--- config.mk ---
export PLATFORM = sky130hd
export DESIGN_NAME = rand_stream_gen
export DESIGN_NICKNAME = d
export VERILOG_FILES = /design/src/rtl/rand_stream_gen.sv
export SDC_FILE = /design/constraint.sdc
export NUM_CORES = 1
export LEC_CHECK = 0
export CAP_MARGIN = 5
export CORE_MARGIN = 3
export CORE_UTILIZATION = 25
export CTS_BUF_LIST = sky130_fd_sc_hd__clkbuf_4
export DETAILED_ROUTE_END_ITERATION = 8
export SETUP_SLACK_MARGIN = 0.15
export SLEW_MARGIN = 20
export SYNTH_ARGS = -nofsm -noshare
export SYNTH_HDL_FRONTEND = slang
export SYNTH_SLANG_ARGS = --single-unit
--- constraint.sdc ---
create_clock -name clk -period 2.98 [get_ports clk]
set_input_delay 0.596 -clock clk [delete_from_list [all_inputs] [get_ports clk]]
set_output_delay 0.596 -clock clk [all_outputs]
set_load 0.05 [all_outputs]
--- src/rtl/rand_stream_gen.sv ---
// Pseudo-random stimulus source: a 32-bit Galois LFSR feeds rand_byte/rand_int/rand_nibble
// samples over a valid/ready handshake, NUM_SAMPLES per start, then raises done.
module rand_stream_gen #(
  parameter int unsigned NUM_SAMPLES = 10,
  parameter logic [31:0] SEED        = 32'h0000_0001,
  parameter bit          NONNEG_INT  = 1'b0,
  parameter bit          BYTE_LT128  = 1'b0
) (
  input  logic        clk,
  input  logic        reset_n,
  input  logic        start,
  input  logic        seed_load,
  input  logic [31:0] seed_in,
  input  logic        ready,
  output logic        valid,
  output logic [7:0]  rand_byte,
  output logic [31:0] rand_int,
  output logic [3:0]  rand_nibble,
  output logic [15:0] sample_idx,
  output logic        done
);

  localparam logic [31:0] TAPS      = 32'h8020_0003;
  localparam logic [31:0] SEED_SAFE = (SEED == 32'h0) ? 32'h1 : SEED;
  localparam logic [15:0] LAST_IDX  = 16'(NUM_SAMPLES - 1);

  typedef enum logic [1:0] {IDLE, GEN, SEND, DONE} state_t;

  state_t      state, state_next;
  logic [31:0] lfsr, lfsr_nxt;
  logic        capture, load_seed, begin_burst, finish;
  logic [31:0] map_int;
  logic [7:0]  map_byte;
  logic [3:0]  map_nibble;

  // Fields are taken from the stepped value, so a capture and the LFSR advance share one edge.
  always_comb begin
    lfsr_nxt   = {1'b0, lfsr[31:1]} ^ (lfsr[0] ? TAPS : 32'h0);
    map_int    = lfsr_nxt;
    map_byte   = lfsr_nxt[31:24] ^ lfsr_nxt[7:0];
    map_nibble = lfsr_nxt[15:12];
    if (NONNEG_INT) map_int[31]  = 1'b0;
    if (BYTE_LT128) map_byte[7]  = 1'b0;
  end

  // NOTE: every signal driven here gets a default first, so no path can infer a latch.
  always_comb begin
    state_next  = state;
    capture     = 1'b0;
    load_seed   = 1'b0;
    begin_burst = 1'b0;
    finish      = 1'b0;
    unique case (state)
      IDLE, DONE: begin
        load_seed = seed_load;
        if (start) begin
          begin_burst = 1'b1;
          state_next  = GEN;
        end
      end
      GEN: begin
        capture    = 1'b1;
        state_next = SEND;
      end
      SEND: begin
        if (valid && ready) begin
          if (sample_idx == LAST_IDX) begin
            finish     = 1'b1;
            state_next = DONE;
          end else begin
            capture = 1'b1;
          end
        end
      end
      default: state_next = IDLE;
    endcase
  end

  // NOTE: sequential state uses non-blocking assignments so all registers update from pre-edge values.
  always_ff @(posedge clk or negedge reset_n) begin
    if (!reset_n) state <= IDLE;
    else          state <= state_next;
  end

  // sample_idx doubles as the burst counter; it restarts at 0 on the GEN capture.
  always_ff @(posedge clk or negedge reset_n) begin
    if (!reset_n) begin
      lfsr        <= SEED_SAFE;
      valid       <= 1'b0;
      done        <= 1'b0;
      rand_byte   <= 8'h0;
      rand_int    <= 32'h0;
      rand_nibble <= 4'h0;
      sample_idx  <= 16'h0;
    end else begin
      if (load_seed)    lfsr <= (seed_in == 32'h0) ? 32'h1 : seed_in;
      else if (capture) lfsr <= lfsr_nxt;

      if (capture) begin
        rand_int    <= map_int;
        rand_byte   <= map_byte;
        rand_nibble <= map_nibble;
        valid       <= 1'b1;
        sample_idx  <= (state == GEN) ? 16'h0 : sample_idx + 16'h1;
      end

      if (finish) begin
        valid <= 1'b0;
        done  <= 1'b1;
      end

      if (begin_burst) done <= 1'b0;
    end
  end

endmodule

== Word-level counts from Yosys, hierarchy flattened ==
Cells that the tools add are included.
Widths: inputs -> output; s select.
Operators by class
  add/sub/neg operators: 1
  equality and inequality tests: 7
  multiplexer cells: 22
  bitwise gates (word level): 2
  reduce and logical (&&, ||, !) cells: 8
Operator list (number)
  $mux 32: 4
  $logic_not 32->1: 1
  $xor 31x32->32: 1
  $add 16x1->16 const B: 1
  $eq 16x4->1 const B: 1
  $mux 16: 1
  $mux 1: 12
  $xor 8x8->8: 1
  $mux 2: 3
  $ne 2x2->1 const B: 3
  $pmux 2 s3: 1
  $reduce_bool 2->1: 3
  $eq 2x2->1 const B: 2
  $reduce_and 3->1: 1
  $eq 2x1->1 const B: 1
  $logic_not 2->1: 1
  $pmux 1 s2: 1
  $reduce_or 2->1: 1
  $logic_and 1x1->1: 1
Word-level totals
  flip-flop bits (word level): 96
  output and inout port bits: 62
  logic and storage cells: 48

== Logic depth before layout (Yosys ltp) ==
Gate-level depths: netlist of run 1.
  word-level depth: 6
  mapped depth: 9

== Worst setup path after synthesis of run 1 ==
OpenSTA, ideal clock, no wires.
  kind: flip-flop to flip-flop
  from: register sample_idx[1]
  to: register rand_byte[6]
  library setup time: 125 ps
  arrival time: 2069 ps
  required time: 2855 ps
  slack: 786 ps
  cell stages (with the launch flop): 9
  path buffers: 1
  clock period less this slack: 2194 ps
  cells stage by stage: dfrtp_1 inv_1 ha_1 and4bb_1 nand4_4 nand2_4 a21oi_4 buf_6 mux2_4
Between the ends
  longest elaborated chain between the ends: 4
RTL lines
  from (decl): RTL line 19  | output logic [15:0] sample_idx,
  from (signal assigned): RTL line 104  | sample_idx <= (state == GEN) ? 16'h0 : sample_idx + 16'h1;
  $eq 16x4->1: RTL line 67  | if (sample_idx == LAST_IDX) begin
  $mux 1: RTL line 67
  $mux 1: RTL line 66  | if (valid && ready) begin
  $pmux 1 s2: RTL line 53  | unique case (state)
  to (signal assigned): RTL line 101  | rand_byte <= map_byte;
  to (decl): RTL line 16  | output logic [7:0] rand_byte,
Every way passes these cells.
A chain may end at the register's enable or synchronous reset.

== Worst setup path in the final report of run 1 ==
  from: register sample_idx[5]
  to: output sample_idx[5]
No word-level cell between the ends.

==> results of run 1 <==
-- cell families (layout without fill, tap and decap cells) --
group           count (synthesis)  count (layout)  synth area share, %
xor+xnor                       11              11                2.013
simple gates                   61              61                7.948
compound gates                 54              54                7.504
fa+ha+maj                       5               5                1.307
buf+inv                        34             130                4.235
mux                           102             102                28.86
flops                          92              92                48.13
-- layout make-up --
type | instances | area [um^2]
fill | 1805 | 12280
multi-input combinational | 233 | 2280
clock buffer | 9 | 67.56
timing repair buffer | 105 | 1069
tap | 229 | 286.5
inverter | 10 | 37.54
clock inverter | 6 | 72.57
sequential | 92 | 2303
-- state kept, by name, summed over array words and instances, names as in the netlist --
register and cells:
done 1, rand_byte 8, rand_int 32, sample_idx 16
valid 1, lfsr 32, state 2
-- where the power goes --
part	internal, mW	switching (mW)
logic	2.54	2.57
registers	1.83	0.504
clock network	0.260	0.458
total	4.63	3.54
-- worst paths after layout --
kind | to | slack, ns | cells after the start
max | sample_idx[5] | 0.44 | 1
min | done$_DFFE_PN0P_ | 0.25 | 1
max reg2reg | rand_byte[5]$_DFFE_PN0P_ | 0.80 | 7
min reg2reg | rand_int[8]$_DFFE_PN0P_ | 0.54 | 1
max in group asynchronous | sample_idx[5]$_DFFE_PN0P_ | 1.96 | 2
min in group clk | rand_int[8]$_DFFE_PN0P_ | 0.54 | 1
-- placed cells by master (no fill, tap or decap), types with 3 or more instances in the layout --
| cell type | count |
|---|---|
| sky130_fd_sc_hd__clkdlybuf4s50_1 | 97 |
| sky130_fd_sc_hd__dfrtp_1 | 91 |
| sky130_fd_sc_hd__mux2_4 | 64 |
| sky130_fd_sc_hd__mux2_2 | 32 |
| sky130_fd_sc_hd__o21ai_0 | 22 |
| sky130_fd_sc_hd__nand2_1 | 14 |
| sky130_fd_sc_hd__inv_1 | 10 |
| sky130_fd_sc_hd__nor4_1 | 10 |
| sky130_fd_sc_hd__clkbuf_4 | 9 |
| sky130_fd_sc_hd__nor2_1 | 8 |
| sky130_fd_sc_hd__a21oi_1 | 8 |
| sky130_fd_sc_hd__o31ai_1 | 8 |
| sky130_fd_sc_hd__nand3_1 | 7 |
| sky130_fd_sc_hd__nand4_1 | 6 |
| sky130_fd_sc_hd__a31oi_1 | 6 |
| sky130_fd_sc_hd__mux2i_1 | 6 |
| sky130_fd_sc_hd__xor2_1 | 6 |
| sky130_fd_sc_hd__and3_1 | 5 |
| sky130_fd_sc_hd__xnor2_1 | 5 |
| sky130_fd_sc_hd__ha_1 | 5 |
| sky130_fd_sc_hd__buf_4 | 5 |
| sky130_fd_sc_hd__buf_12 | 3 |
-- routing by layer --
metal  GRT usage, %  vias to the layer above  part of all wire, %
li1               -                     1497                    -
met1          16.34                     1627                   47
met2          18.41                       73                   47
met3          2.282                       15                  4.0
met4          4.418                        0                  1.7
met5              0                        -                    0
==> results.md, run 1 <==
Placement:
- Including well taps, the total number of placed cells is 669.
- Once detailed placement completed, the half-perimeter wirelength came to 8617 um.
- The number of port buffers is 98.
- Summing all placed instances gives a cell area of 5976 um^2.
- The post-placement setup slack is 0.3977 ns.
- The last weighted congestion value of the routability-driven placer is 0.7882.

Synth:
- The dominant cell by count in the synthesized netlist is sky130_fd_sc_hd__dfrtp_1.
- The post-synthesis net count is 401.
- The sequential cell area fraction in the yosys report is 48.13%.
- Yosys mapped a number of flops with a built-in enable equal to 0.
- After synthesis, the largest area contributor takes up 47.58% of total cell area.
- In the synthesized netlist the dominant register cell turns out to be sky130_fd_sc_hd__dfrtp_1.
- The share of synthesized registers carrying an async set or reset is 100.0%.
- For this run, the number of Yosys warnings is 0.
- Yosys attributes the largest share of cell area to sky130_fd_sc_hd__dfrtp_1 48%, sky130_fd_sc_hd__mux2_4 20%, sky130_fd_sc_hd__mux2_2 7.5%, sky130_fd_sc_hd__o21ai_0 2.3%, sky130_fd_sc_hd__buf_6 1.6%.
- The number of different library cells used by synthesis comes to 42.
- The netlist area before placement is 4786 um^2.
- The flip-flop and latch count after synthesis is 92.
- Synthesis handed over a netlist of 359 instances.
- The average cell area after synthesis is 13.33 um^2.
- Ranked by instance count, the synthesized netlist is headed by 91 x sky130_fd_sc_hd__dfrtp_1, 64 x sky130_fd_sc_hd__mux2_4, 32 x sky130_fd_sc_hd__mux2_2.
- The most area-hungry cell type in the Yosys netlist is sky130_fd_sc_hd__dfrtp_1.

Layout:
- Cells with a size suffix above 1 make up 27.69% of the layout.
- Cells fill 33.25% of the core in the end.
- The number of antenna diodes is 0.
- The final cell area excluding filler cells is 6116 um^2.
- The final cell count without fillers is 684.
- The net count of the finished layout is 493.
- The area overhead of the layout relative to synthesis is 27.79%.

Critical path:
- The setup path with the least slack is of type register to output pin.
- The launch point of the critical path is sample_idx[5]$_DFFE_PN0P_.
- STA classifies the critical path startpoint as a register.
- The largest individual stage delay along the critical path comes from the cell sky130_fd_sc_hd__clkdlybuf4s50_1.
- The number of buffers and inverters on the critical path is 1.
- Walking the worst path, the cells encountered are clkdlybuf4s50_1.
- The startpoint identified for the worst register-to-register timing path is sample_idx[0]$_DFFE_PN0P_.
- The worst setup path is captured at an output pin.
- The largest fanout on the critical path is 12.
- The maximum single-stage delay on the critical path is 0.88 ns.
- The category of cells accounting for the largest share of critical-path delay is buffers and inverters.
- STA puts the critical path data required time at 2.38 ns.
- The data arrival time of the critical path is 1.94 ns.

Drt:
- The final wirelength is 11800 um.
- The antenna violation net count after detailed routing is 0.
- The DRC violation total after the first TritonRoute iteration is 113.
- The number of vias per cell is 4.696.
- For this run, design rule violations remaining after detail routing come to 0.
- After detailed routing, the average wire length per cell comes to 17.26 um.
- The number of vias after detailed routing is 3212.
- The total iterations of the first detailed-routing run is 4.

Floorplanning:
- The total I/O pin count is 99.
- The area enclosed by the die boundary is 20840 um^2.
- The total area inside the core boundary comes to 18390 um^2.
- The starting utilization of the core area is 26.02%.
- The width of the die is 144.4 um.
- The die boundary height is 144.4 um.
- The initialized floorplan defines 49 standard-cell rows.

Timing:
- The maximum operating frequency is 393.7 MHz.
- The count of endpoints failing hold in the final timing report is 0.
- Setup repair after global routing left no endpoint under its margin.
- The worst slew slack as a fraction of its limit is 36.90%.
- The ratio of final minimum period to clock period is 85.24%.
- The number of max-slew violations in the final report is 0.
- Setup total negative slack on the finished layout was measured at 0 ns.
- In the post-route analysis, the smallest setup slack over all paths is 0.4398 ns.
- The minimum hold slack is 0.2500 ns.
- The clock arrives with 0.02063 ns of skew.
- The final setup violation count is 0.
- At the pin with the least slew margin, the transition time is 0.9466 ns.
- The minimum period implied by the final worst setup slack is 2.540 ns.

Clock tree:
- The clock insertion delay at the later pin of the skew report is 0.46 ns.
- The number of gates resized after CTS was 0.
- Hold repair after CTS inserted 0 buffers.
- TritonCTS created 9 clock buffers.
- In this run the deepest clock path goes through 2 buffers.
- In this run the post-CTS setup repair buffer count came out at 0.
- TritonCTS built the clock tree.
- CTS built an H-tree with a depth of 3.
- The clock root buffer is sky130_fd_sc_hd__clkbuf_4.
- Clock tree synthesis found a total of 92 sinks.
- The register clock-pin slew on the reported worst setup and hold paths is 0.14 ns.

Run status:
- The flow ran to the end, and the final reports show no timing, DRC or antenna violations.

Global route:
- The first global-routing pass estimated 19280 um of wire.
- The aggregate global-route resource usage is 11.83%.
- The number of global-route vias before repair is 3415.
- The largest net degree at the start of global routing is 73.
- The initial antenna violation count is 0.
- For this run the aggregate overflow at the end of global routing stands at 0.

Power:
- The largest vdd supply drop is 0.6964 mV.
- Total power for the finished layout comes to 8.162 mW.
- Summed over all cells, the static leakage comes to 2.583 nW.
- For this design the ratio of total power to cell area is 1335 nW/um^2.

Hold path:
- The min-delay analysis places its worst path in the category input pin to async pin.

Run:
- Max-cap violations in this run came to 0.
Power figures use the tool's default switching activity.
==> run 2: changes to the inputs <==
--- a/config.mk
+++ b/config.mk
@@ -9,6 +9,7 @@
 export CORE_MARGIN = 3
 export CORE_UTILIZATION = 25
 export CTS_BUF_LIST = sky130_fd_sc_hd__clkbuf_4
+export CTS_CLUSTER_SIZE = 28
 export DETAILED_ROUTE_END_ITERATION = 8
 export SETUP_SLACK_MARGIN = 0.15
 export SLEW_MARGIN = 20
==> results of run 2 <==
Final layout, timing and power as in run 1 (identical DEF).
